==> src/rtl/button_event_decoder.sv <==
// rtl/button_event_decoder.sv - classifies a debounced button into press/release/short/long/double/repeat pulses
module button_event_decoder #(
  parameter int LONG_CYCLES   = 50000000,
  parameter int GAP_CYCLES    = 12500000,
  parameter int REPEAT_CYCLES = 10000000,
  parameter int CNT_W         = 26
) (
  input  logic clk,
  input  logic reset,
  input  logic btn_level,
  output logic press_pulse,
  output logic release_pulse,
  output logic short_press,
  output logic long_press,
  output logic double_press,
  output logic repeat_pulse,
  output logic busy
);

  typedef enum logic [2:0] {
    IDLE        = 3'd0,
    PRESSED     = 3'd1,
    LONG_HELD   = 3'd2,
    GAP_WAIT    = 3'd3,
    SECOND_HELD = 3'd4
  } state_e;

  // The counter holds (edges since entering the state) - 1, so a match on
  // N-1 fires exactly N edges after the entry edge.
  localparam logic [CNT_W-1:0] LONG_TERM = CNT_W'(LONG_CYCLES - 1);
  localparam logic [CNT_W-1:0] GAP_TERM  = CNT_W'(GAP_CYCLES - 1);
  localparam logic [CNT_W-1:0] REP_TERM  = CNT_W'(REPEAT_CYCLES - 1);

  state_e           state_q, state_d;
  logic [CNT_W-1:0] cnt_q, cnt_d;
  logic             btn_q, btn_d;
  logic             press_q, press_d;
  logic             release_q, release_d;
  logic             short_q, short_d;
  logic             long_q, long_d;
  logic             double_q, double_d;
  logic             repeat_q, repeat_d;
  logic             busy_q, busy_d;
  logic             rise, fall;

  assign rise = btn_level & ~btn_q;
  assign fall = ~btn_level & btn_q;

  always_comb begin
    state_d   = state_q;
    cnt_d     = cnt_q;
    btn_d     = btn_level;
    press_d   = 1'b0;
    release_d = 1'b0;
    short_d   = 1'b0;
    long_d    = 1'b0;
    double_d  = 1'b0;
    repeat_d  = 1'b0;

    case (state_q)
      IDLE: begin
        if (rise) begin
          state_d = PRESSED;
          press_d = 1'b1;
          cnt_d   = '0;
        end
      end
      PRESSED: begin
        // A release on the very edge that would reach the long threshold wins.
        if (fall) begin
          state_d   = GAP_WAIT;
          release_d = 1'b1;
          cnt_d     = '0;
        end else if (cnt_q == LONG_TERM) begin
          state_d = LONG_HELD;
          long_d  = 1'b1;
          cnt_d   = '0;
        end else begin
          cnt_d = cnt_q + 1'b1;
        end
      end
      LONG_HELD: begin
        if (fall) begin
          state_d   = IDLE;
          release_d = 1'b1;
          cnt_d     = '0;
        end else if (cnt_q == REP_TERM) begin
          repeat_d = 1'b1;
          cnt_d    = '0;
        end else begin
          cnt_d = cnt_q + 1'b1;
        end
      end
      GAP_WAIT: begin
        // A second press on the last gap edge still counts as a double.
        if (rise) begin
          state_d  = SECOND_HELD;
          press_d  = 1'b1;
          double_d = 1'b1;
          cnt_d    = '0;
        end else if (cnt_q == GAP_TERM) begin
          state_d = IDLE;
          short_d = 1'b1;
          cnt_d   = '0;
        end else begin
          cnt_d = cnt_q + 1'b1;
        end
      end
      SECOND_HELD: begin
        if (fall) begin
          state_d   = IDLE;
          release_d = 1'b1;
          cnt_d     = '0;
        end
      end
      default: begin
        state_d = IDLE;
        cnt_d   = '0;
      end
    endcase

    busy_d = (state_d != IDLE);
  end

  always_ff @(posedge clk) begin
    if (reset) begin
      state_q   <= IDLE;
      cnt_q     <= '0;
      btn_q     <= 1'b0;
      press_q   <= 1'b0;
      release_q <= 1'b0;
      short_q   <= 1'b0;
      long_q    <= 1'b0;
      double_q  <= 1'b0;
      repeat_q  <= 1'b0;
      busy_q    <= 1'b0;
    end else begin
      state_q   <= state_d;
      cnt_q     <= cnt_d;
      btn_q     <= btn_d;
      press_q   <= press_d;
      release_q <= release_d;
      short_q   <= short_d;
      long_q    <= long_d;
      double_q  <= double_d;
      repeat_q  <= repeat_d;
      busy_q    <= busy_d;
    end
  end

  assign press_pulse   = press_q;
  assign release_pulse = release_q;
  assign short_press   = short_q;
  assign long_press    = long_q;
  assign double_press  = double_q;
  assign repeat_pulse  = repeat_q;
  assign busy          = busy_q;

endmodule

==> config.mk <==
export PLATFORM = sky130hd
export DESIGN_NAME = button_event_decoder
export DESIGN_NICKNAME = d
export VERILOG_FILES = /design/src/rtl/button_event_decoder.sv
export SDC_FILE = /design/constraint.sdc
export NUM_CORES = 1
export LEC_CHECK = 0
export ABC_CLOCK_PERIOD_IN_PS = 2300
export BUFFER_PORTS_ARGS = -buffer_cell sky130_fd_sc_hd__buf_4
export CAP_MARGIN = 30
export CORE_ASPECT_RATIO = 1.4
export CORE_MARGIN = 2
export CORE_UTILIZATION = 54
export CTS_CLUSTER_DIAMETER = 40
export DETAILED_ROUTE_END_ITERATION = 10
export PLACE_DENSITY_LB_ADDON = 0.1
export SLEW_MARGIN = 20
export SYNTH_ARGS = -nofsm -noshare
export SYNTH_HDL_FRONTEND = slang
export SYNTH_SLANG_ARGS = --single-unit
==> constraint.sdc <==
create_clock -name clk -period 2.3 [get_ports clk]
set_clock_uncertainty 0.1 [all_clocks]
set_input_delay 0.115 -clock clk [delete_from_list [all_inputs] [get_ports clk]]
set_output_delay 0.115 -clock clk [all_outputs]
set_load 0.03 [all_outputs]
Word level (Yosys, flattened, before mapping). Cells that the tools add are included.

Add/sub/neg operators: 1. Equal/unequal tests: 9. Mux-type cells: 21. Bitwise operators: 9. Reduce and logical (&&, ||, !) cells: 12.

Operator list (number): 26-bit 2-to-1 mux (8); 26-bit case mux with 5 select lines (1); 26-bit by 24-bit equality test with 1-bit output (second input constant) (2); 26-bit by 1-bit adder with 26-bit output (second input constant) (1); 26-bit equality test (second input constant) (1); 3-bit 2-to-1 mux (6); 3-bit case mux with 4 select lines (1); 3-bit OR reduction (4); 2-bit OR reduction (5); 1-bit inverter (7); 3-bit by 2-bit equality test with 1-bit output (second input constant) (2); 1-bit 2-to-1 mux (5); 2-bit != test (second input constant) (2); 3-bit by 1-bit equality test with 1-bit output (second input constant) (1); 3-bit equality test (second input constant) (1); 3-bit logical NOT (1); 3-bit nonzero test (1); 1-bit AND (2); 2-bit AND reduction (1).

Flip-flop bits (word level): 37. Input port bits: 3. Output and inout port bits: 7. Word-level logic and storage cells: 62.

Logic depth before layout (Yosys ltp). Gate-level depths: netlist (run 1).

Word-level depth: 5. Depth in mapped cells: 8. Mapped depth without buffers: 7.

Least setup slack after synthesis (run 1). OpenSTA, ideal clock, no wires.

Kind: flip-flop to flip-flop. Start point: reg cnt_q[0]. End point: reg cnt_q[9]. Setup time: 0.074 ns. Arrival: 2.024 ns. Required time: 2.126 ns. Setup slack: 0.101 ns. Stages on the path, launching flop included: 8. Buffers on the path: 0. Period minus slack after synthesis: 2.199 ns. Cell sequence: dfxtp_1 ha_1 and4_4 and3_1 and4_1 o211a_4 or4_1 a31oi_1.

Longest elaborated chain between the ends: 4. Elaborated cells on any way between the ends: 11. Classes of those cells: 1 x add/sub; 3 x eq/ne; 7 x mux.

RTL lines: start: declaration (RTL line 35) `logic [CNT_W-1:0] cnt_q, cnt_d;`; start signal: assignment (RTL line 139) `cnt_q <= cnt_d;`; 26-bit by 1-bit adder with 26-bit output (tied with other cells) (RTL line 79, 91, 106); 26-bit 2-to-1 mux (on tied branches) (RTL line 101, 74, 87); 26-bit 2-to-1 mux (on tied branches) (RTL line 96, 70, 83); 26-bit case mux with 5 select lines * (RTL line 60) `case (state_q)`.

Every way passes the cells marked *; elsewhere a longest branch is shown, timed or not. A chain may end at the register's enable or synchronous reset.

Worst setup path after layout (run 1).
Start point: reg cnt_q[7]. End point: reg cnt_q[1].

Longest elaborated chain between the ends: 4. Elaborated cells on any way between the ends: 10. Classes of those cells: 3 x eq/ne; 7 x mux.

RTL lines: 26-bit by 24-bit equality test with 1-bit output (tied with other cells) (RTL line 101) `end else if (cnt_q == GAP_TERM) begin`; 26-bit 2-to-1 mux (on tied branches) (RTL line 101, 74, 87); 26-bit 2-to-1 mux (on tied branches) (RTL line 96, 70, 83); 26-bit case mux with 5 select lines * (RTL line 60).

Marks and branches as above.

==> run metrics, run 1 <==
status=finished clean; Die Area=4030 um^2; Psw=316 uW; wire per inst=15.3 um; kind of critical path=flip-flop to flip-flop; synthesized flop and latch total=37; CP arrival=2.27 ns; most common cell after layout, fill and taps aside=dfxtp_1; VDD IR max=between 400 and 500 uV; cells after synthesis=219; post-synthesis sequential area ratio=38.8%; I/O Pins=10; fin crit period=2.19 ns; Reg clk slew, reported paths=0.07 ns; Fmax=roughly 0.46 GHz; synthesized area=1910 um^2; Iter 0 DRT Violations=57; drc violations=0; Synth async-reset ratio=0%; Reg area=744 um^2; clock root buffer=clkbuf_8; Worst slew margin=~73%; worst-path maximum fanout=8; Combinational Power Share=10.7%; placed cell count=between 200 and 300; commonest cells after routing, fill and taps aside=34 x dfxtp_1, 31 x nor2_1, 26 x buf_4; initial antenna violation count=0; Mapped Avg Cell Area=about 8.7 um^2; setup TNS=0 ns; power share of the sequential group=just over 50%; Util after Layout=64.7%; synth warn=0; first-pass GRT wire length=7240 um; gr usage total=24.6%; unrepaired setup endpoints after global routing=false; vias in the first global route=1,594; area of the multi-input gates=~1100 um^2; most common flop cell mapped by yosys=dfxtp_1; # fillers=305; clock latency on the worst-skew pair=0.29 ns; Final nets=246; CTS max path bufs=2; ant diodes=0; HP Class=input port to flip-flop; starting density of the core=a little under three fifths; Leakage=0.774 nW; clk sinks=37; Layout area overhead=14.5%; worst endpoint required time=2.38 ns; fin. max-slew vios=0; Clk pwr share=between 30% and 40%; switch share=24.4%; period utilisation layout=95.2%; DR vias/cell=5.96; share of layout cells above drive strength 1=22.2%; CTS tree=done; Crit. End Element=flip-flop; Post-Synthesis Net Count=223; Via Count=1,686; 1st-pass router iterations=4; internal power=981 uW; DIE HEIGHT=74.4 um; post-route ant nets=0; final setup vio count=0; Post-synth EDFFs=0; Core Box Area=3380 um^2; Site Rows=25; Final Hold Viols=0; Worst-Margin Slew=0.403 ns; Setup crit start kind=flip-flop; max cap viols=0; post-synth cell types=54; largest net degree at the start of global routing=21; power density over cell area=between 500 and 600 nW/um^2; final WL=4340 um; overflow left after global routing=0; die span in x=54.3 um; dpl hpwl=3190 um; Num CTS Buffers=5; Power Total=1.30 mW; htree depth=2; Final Non-Filler Cells=283; hold_buf cts=0; placer congestion estimate=0.844; Buffers on Ports=9
==> stage by stage <==
step	hold slack [ns]	setup WS, ns	area, um^2
final	0.0369	0.110	2190
after global placement	0.313	0.0614	2050
after floorplan	0.149	0.101	1910
after detailed placement	0.329	-0.00631	2050
after CTS	0.0309	0.0168	2160
after global routing	0.0324	0.00426	2190
==> what timing repair did <==
action / CTS / global route
gates resized for setup: 0 / 9
setup endpoints to repair: 1 / 9
pin swaps: 2 / 3
buffers inserted: 1 / 1
==> area by class of cell <==
cell class / count / share of cell area (%)
repair buffers: 26 / 8.92
multi-input cells: 168 / 49.4
well taps: 40 / 2.29
clock inverters: 1 / 0.229
flip-flops and latches: 37 / 34.0
inverters: 4 / 0.686
clock buffers: 7 / 4.41
==> flip-flops by register name, indices dropped and copies added (netlist names) <==
signal / cells
release_pulse: 1
short_press: 1
btn_q: 1
double_press: 1
repeat_pulse: 1
state_q: 3
cnt_q: 26
long_press: 1
press_pulse: 1
busy: 1
==> final timing paths <==
kind / startpoint / end / slack, ns / depth (start not counted)
setup / recovery: cnt_q[7] / cnt_q[1] / 0.11 / 8
hold / removal: btn_level / btn_q / 0.04 / 3
setup reg to reg: cnt_q[7] / cnt_q[1] / 0.11 / 8
hold reg to reg: cnt_q[23] / cnt_q[23] / 0.44 / 2
==> critical path: stages, from the launching register on <==
cell      delay [ns]
dfxtp_1         0.33
or4b_4          0.56
nor4_4          0.21
a31o_2          0.23
o211ai_1        0.09
buf_4           0.16
buf_4           0.16
a22oi_1         0.18
nor2_1          0.06
==> power groups by stage <==
stage               clock [mW]  combinational [mW]  sequential, mW
floorplan                    0              0.0852           0.679
global placement             0               0.126           0.672
detailed placement           0               0.131           0.674
CTS                      0.506               0.134           0.659
global route             0.536               0.151           0.661
finish                   0.498               0.139           0.660
==> routing by layer <==
layer	share of wire, %	GRT usage [%]
met4	2.0	11.1
met5	0	0
met3	3.3	5.62
met1	42	28.6
met2	52	41.9
==> cells in the mapped netlist, types with 4 or more instances <==
| cell type | instances | share of area, % |
|---|---|---|
| a21oi_1 | 6 | 1.6 |
| a31oi_1 | 5 | 1.6 |
| and4_1 | 5 | 2.3 |
| dfxtp_1 | 37 | 39 |
| inv_1 | 4 | 0.79 |
| nand2_1 | 17 | 3.3 |
| nand3_1 | 13 | 3.4 |
| nand3b_1 | 5 | 2.0 |
| nand4_1 | 6 | 2.0 |
| nor2_1 | 31 | 6.1 |
| nor3_1 | 8 | 2.1 |
| o21ai_0 | 4 | 1.0 |
| xnor2_1 | 9 | 4.1 |
| xor2_1 | 8 | 3.7 |
==> logic make-up (layout without fill, tap and decap cells) <==
kind of cell	after synthesis	count (layout)	synth area share (%)
simple gates	115	115	33.9
compound gates	35	35	13.6
fa+ha+maj	1	1	0.655
buf+inv	14	38	5.24
xor+xnor	17	17	7.80
flops	37	37	38.8
Note: power is estimated with default switching activity, not from simulation.
==> run 2: changes to the inputs <==
CAP_MARGIN = default   (was 30)
CORE_UTILIZATION = 57   (was 54)
CTS_BUF_LIST = sky130_fd_sc_hd__clkbuf_4 sky130_fd_sc_hd__clkbuf_8   (was default)
SLEW_MARGIN = default   (was 20)
==> run 2 against run 1 <==
Clock power rose by 18%. Clock-buffer cell count stayed put. Critical path depth down 1. Non-clock buffer count down 3. Via count grew 0.83%. Total power increased by 6.1%. Critical path type unchanged.
==> run metrics, run 2 (synthesis results as in run 1) <==
Biggest register=cnt_q; Worst slew margin=70.0% (-2.9 points); clk sinks=37 (unchanged); largest net degree at the start of global routing=21 (unchanged); I/O Pins=10 (unchanged); commonest cells after routing, fill and taps aside=34 x dfxtp_1, 31 x nor2_1, 23 x buf_4; status=finished clean; DIE HEIGHT=72.5 um (-2.5%); htree depth=2 (unchanged); clock latency on the worst-skew pair=0.29 ns (about the same); fin crit period=2.19 ns (-0.000440 ns); Buffers on Ports=9 (unchanged); first-pass GRT wire length=7420 um (+2.6%); CP arrival=2.30 ns (+0.03 ns); Power Total=1.38 mW (+6.1%); Leakage=0.774 nW (about the same); kind of critical path=flip-flop to flip-flop; Layout area overhead=15.4%; power density over cell area=625 nW/um^2 (+5.3%); die span in x=52.9 um (-2.5%); placer congestion estimate=0.843 (-0.12%); Via Count=1,700 (+0.83%); wire per inst=15.9 um (+3.6%); vias in the first global route=1,670 (+4.8%); initial antenna violation count=0 (unchanged); # fillers=268 (-12%); Iter 0 DRT Violations=62 (+8.8%); worst-path maximum fanout=7 (-1); DR vias/cell=6.09 (+2.3%); Die Area=3840 um^2 (-4.9%); Num CTS Buffers=5 (unchanged); Site Rows=24 (-4.0%); ant diodes=0 (unchanged); starting density of the core=60.6% (+4.0 points); final setup vio count=0 (unchanged); biggest regs=cnt_q (26), state_q (3); worst endpoint required time=2.41 ns (+0.03 ns); final WL=4430 um (+2.1%); period utilisation layout=95.2% (about the same); VDD IR max=580 uV (+26%); most common cell after layout, fill and taps aside=dfxtp_1; drc violations=0 (unchanged); HP Class=input port to flip-flop; clock root buffer=clkbuf_8; Core Box Area=3150 um^2 (-6.7%); max cap viols=0 (unchanged); fin. max-slew vios=0 (unchanged); flip-flop count of the largest register after layout=26 (unchanged); Crit. End Element=flip-flop; CTS tree=done; Setup crit start kind=flip-flop; CTS max path bufs=2 (unchanged); area of the multi-input gates=1100 um^2 (+2.0%); 1st-pass router iterations=4 (unchanged); Final nets=243 (-1.2%); gr usage total=26.3% (+1.7 points); Reg clk slew, reported paths=0.07 ns (about the same); Worst-Margin Slew=0.446 ns (+0.0423 ns); dpl hpwl=3240 um (+1.6%); Reg area=744 um^2 (unchanged); setup TNS=0 ns (unchanged); overflow left after global routing=0 (unchanged); postcts setup bufs=0 (-1); unrepaired setup endpoints after global routing=false; Fmax=0.457 GHz (about the same); share of layout cells above drive strength 1=21.3% (-0.97 points); Final Hold Viols=0 (unchanged); post-route ant nets=0 (unchanged)
## run 2: repair_timing
action	in CTS	in global routing
pin swaps	0	2
setup endpoints to repair	1	3
resized for setup	1	10
hold buffers	0	0
## run 2: stage by stage
| stage | instance area [um^2] | util (%) | hold slack [ns] | setup slack, ns | instances |
|---|---|---|---|---|---|
| after floorplan | 1910 | - | 0.149 | 0.101 | 219 |
| after global placement | 2050 | 64.9 | 0.310 | 0.110 | 271 |
| after detailed placement | 2050 | 64.9 | 0.333 | 0.0367 | 271 |
| after CTS | 2170 | 68.8 | 0.0312 | 0.0187 | 279 |
| after global routing | 2200 | 69.9 | 0.0496 | 0.0102 | 279 |
| final | 2200 | 69.9 | 0.0386 | 0.110 | 279 |
## run 2: where the power goes
part | switching [mW] | leakage, nW | total [mW] | internal [mW]
sequential | 0.00868 | 0.301 | 0.659 | 0.650
combinational | 0.0770 | 0.412 | 0.130 | 0.0533
clock | 0.222 | 0.0619 | 0.587 | 0.365
## run 2: worst max-delay path, stage by stage, from the launching register on
cell     delay (ns)
dfxtp_2        0.34
ha_1           0.19
and4_4         0.21
and3_4         0.20
and4_4         0.16
o211a_4        0.26
or4_1          0.50
a31oi_1        0.15
## run 2: worst paths after layout
| check | from | end | slack, ns | cells past startpoint |
|---|---|---|---|---|
| max | cnt_q[1] | cnt_q[9] | 0.11 | 7 |
| max reg2reg | cnt_q[1] | cnt_q[9] | 0.11 | 7 |
| min | btn_level | btn_q | 0.04 | 3 |
| min reg2reg | cnt_q[1] | cnt_q[1] | 0.43 | 2 |
## run 2: area by class of cell
cell class | count | share of cell area, %
well taps | 39 | 2.21
clock buffers | 7 | 4.09
multi-input cells | 168 | 50.0
inverters | 4 | 0.681
repair buffers | 23 | 7.84
flip-flops and latches | 37 | 33.8
clock inverters | 1 | 1.36
## run 2: per-layer routing
layer | up-vias | track usage [%] | share of wire [%]
met1 | 801 | 28.0 | 40
li1 | 838 | - | -
met3 | 16 | 6.79 | 3.7
met2 | 45 | 44.9 | 52
met5 | - | 0 | 0
met4 | 0 | 16.5 | 4.0
==> run 3: changes to the inputs <==
ABC_AREA = 1   (was default)
==> run 3 against run 2 <==
Setup slack improved by 0.24 ns. Fmax is 13% higher. Clock power increased by 0.9%. Non-clock buffer count fell by 12. Sequential power about the same. Flip-flop and latch count unchanged. Largest power group unchanged. Highest routed layer unchanged.
==> run metrics, run 3 <==
clock latency on the worst-skew pair=0.30 ns (about the same); Synth async-reset ratio=0% (unchanged); CTS tree=done; clock root buffer=clkbuf_8; biggest regs=cnt_q (26), state_q (3); max cap viols=0 (unchanged); HP Class=input port to flip-flop; I/O Pins=10 (unchanged); crit path cell chain=dlygate4sd3_1 > buf_4 > inv_1 > nand2_1 > nand2_1 > nand2_4 > inv_6 > nand3_1 > nor2_1 > nand2_1 > nand2_1 > nor2_1 > nand2_1 > inv_1; flip-flop count of the largest register after layout=26 (unchanged); Final Hold Viols=0 (unchanged); Critical-path top delay cell=dlygate4sd3_1; Setup crit start kind=input port; clk sinks=37 (unchanged); kind of critical path=input port to flip-flop; postcts setup bufs=0 (unchanged); Mapped Avg Cell Area=6.33 um^2 (-27%); Post-Synthesis Net Count=345 (+55%); Reg area=741 um^2 (-0.50%); period utilisation layout=84.6% (-11 points); worst endpoint required time=2.40 ns (about the same); drc violations=0 (unchanged); Buffers on Ports=9 (unchanged); fin crit period=1.95 ns (-0.244 ns); Leakage=1.08 nW (+40%); Worst slew margin=68.2% (-1.8 points); top post-synthesis cells by area=dfxtp_1 34%, nand2_1 15%, inv_1 10%; VDD IR max=434 uV (-25%); initial antenna violation count=0 (unchanged); post-synthesis sequential area ratio=34.3% (-4.5 points); CP arrival=2.04 ns (-0.26 ns); fin. max-slew vios=0 (unchanged); wire per inst=11.8 um (-26%); post-route ant nets=0 (unchanged); most common flop cell mapped by yosys=dfxtp_1; CTS max path bufs=2 (unchanged); Num CTS Buffers=5 (unchanged); Fmax=0.514 GHz (+13%); Layout area overhead=10.1%; # fillers=363 (+35%); max incr delay on CP=0.54 ns (+0.04 ns); largest net degree at the start of global routing=22 (+4.8%); final WL=4660 um (+5.1%); Final nets=356 (+47%); worst slack, placed=0.301 ns (+0.264 ns); DIE HEIGHT=76.8 um (+6.0%); cells after synthesis=341 (+56%); synthesized area=2160 um^2 (+13%); htree depth=2 (unchanged); setup TNS=0 ns (unchanged); gr usage total=24.1% (-2.2 points); Site Rows=26 (+8.3%); dpl hpwl=3450 um (+6.4%); synth warn=0 (unchanged); starting density of the core=59.2% (-1.3 points); Worst-Margin Slew=0.476 ns (+0.0307 ns); placed cell count=386 (+42%); Die Area=4300 um^2 (+12%); most used cell, CP=nand2_1; area of the multi-input gates=1150 um^2 (+4.1%); unrepaired setup endpoints after global routing=false; Biggest register=cnt_q; status=finished clean; power density over cell area=582 nW/um^2 (-6.9%); first-pass GRT wire length=8260 um (+11%); DR vias/cell=5.19 (-15%); post-synth top area share=34.3% (-4.5 points); Via Count=2,050 (+21%); worst-path maximum fanout=16 (+9); WP buf/inv=5 (+5); Post-synth EDFFs=0 (unchanged); Core Box Area=3640 um^2 (+16%); leading area contributor after synthesis=dfxtp_1; final setup vio count=0 (unchanged); Final Non-Filler Cells=395 (+42%); commonest cells after routing, fill and taps aside=84 x nand2_1, 59 x inv_1, 45 x nor2_1; vias in the first global route=1,982 (+19%); commonest cells in the netlist=84 x nand2_1, 59 x inv_1, 45 x nor2_1, 37 x dfxtp_1, 26 x nand3_1; Crit. End Element=flip-flop; 1st-pass router iterations=4 (unchanged); die span in x=56.0 um (+5.8%); overflow left after global routing=0 (unchanged); Iter 0 DRT Violations=80 (+29%); ant diodes=0 (unchanged); placer congestion estimate=0.940 (+12%); largest delay contributor family on the critical path=buffers and inverters; synthesized flop and latch total=37 (unchanged); Reg clk slew, reported paths=0.08 ns (about the same); post-synth cell types=29 (-46%); Final WS setup=0.354 ns (+0.244 ns); most common cell after layout, fill and taps aside=nand2_1; most numerous cell in the Yosys netlist=nand2_1; share of layout cells above drive strength 1=11.3% (-9.9 points)
[run 3: changes by cell type after synthesis, moves of 4 or more]
cell | before | now
nor2_2 | 0 | 7
nor2_1 | 31 | 45
a31oi_1 | 5 | 0
nand2_2 | 0 | 9
nand3b_1 | 5 | 1
nand3_1 | 13 | 26
xnor2_1 | 9 | 1
inv_1 | 4 | 59
and4_1 | 5 | 0
a21oi_1 | 6 | 20
nand2_1 | 17 | 84
[run 3: layout make-up]
| class | count | area share, % |
|---|---|---|
| clock buffers | 6 | 3.48 |
| clock inverters | 2 | 1.58 |
| inverters | 60 | 9.69 |
| multi-input cells | 237 | 48.3 |
| flip-flops and latches | 37 | 31.2 |
| well taps | 42 | 2.21 |
| repair buffers | 11 | 3.58 |
[run 3: final timing paths]
path                  start   endpoint  slack [ns]  cells after the start
setup / recovery  btn_level  cnt_q[25]        0.35                     14
setup reg to reg   cnt_q[0]  cnt_q[20]        0.41                     12
hold reg to reg    cnt_q[1]   cnt_q[1]        0.40                      2
hold / removal        reset   cnt_q[3]        0.05                      2
[run 3: per-layer routing]
metal	global-route usage (%)	share of wire (%)
met5	0	0
met3	5.23	3.9
met2	42.2	50
met4	11.0	3.8
met1	27.3	43
[run 3: where the power goes]
part	switching, mW	internal [mW]	total [mW]	leakage (nW)
Clock	0.239	0.353	0.592	0.0574
Combinational	0.0970	0.0367	0.134	0.728
Sequential	0.00596	0.650	0.656	0.299
Total	0.342	1.04	1.38	1.08
[run 3: cells by family (layout without fill, tap and decap cells)]
logic type / count (synthesis) / after routing / synth area share, %
adders and majority gates: 1 / 1 / 0.580
DFF: 37 / 37 / 34.3
buffers and inverters: 67 / 79 / 12.8
and+or+nand+nor: 194 / 194 / 40.5
xor gates and xnor gates: 8 / 8 / 3.25
AOI/OAI and AO/OA: 34 / 34 / 8.58
[run 3: worst register-to-register path: stages, from the launching register on]
cell,delay (ns)
dfxtp_1,0.38
ha_1,0.20
nand2_1,0.10
nor2_4,0.15
nand3_1,0.12
nor2_2,0.22
nand3_1,0.13
nor2_1,0.12
nand2_1,0.06
nand2_1,0.07
nor2_1,0.04
nand2_1,0.06
inv_1,0.04
[run 3: metrics by stage]
stage | utilization, % | power, mW | hold WS [ns] | instance area [um^2]
CTS | 64.9 | 1.39 | 0.0524 | 2370
floorplan | - | 0.780 | 0.161 | 2160
finish | 65.2 | 1.38 | 0.0525 | 2380
global placement | 61.4 | 0.798 | 0.251 | 2240
detailed placement | 61.4 | 0.799 | 0.257 | 2240
global route | 65.2 | 1.44 | 0.0608 | 2380
[run 3: what timing repair did]
action / 4_1_cts / 5_1_grt
gates resized for setup: 0 / 4
setup endpoints to repair: 0 / 3
hold endpoints to repair: 1 / 0
hold buffers: 1 / 0
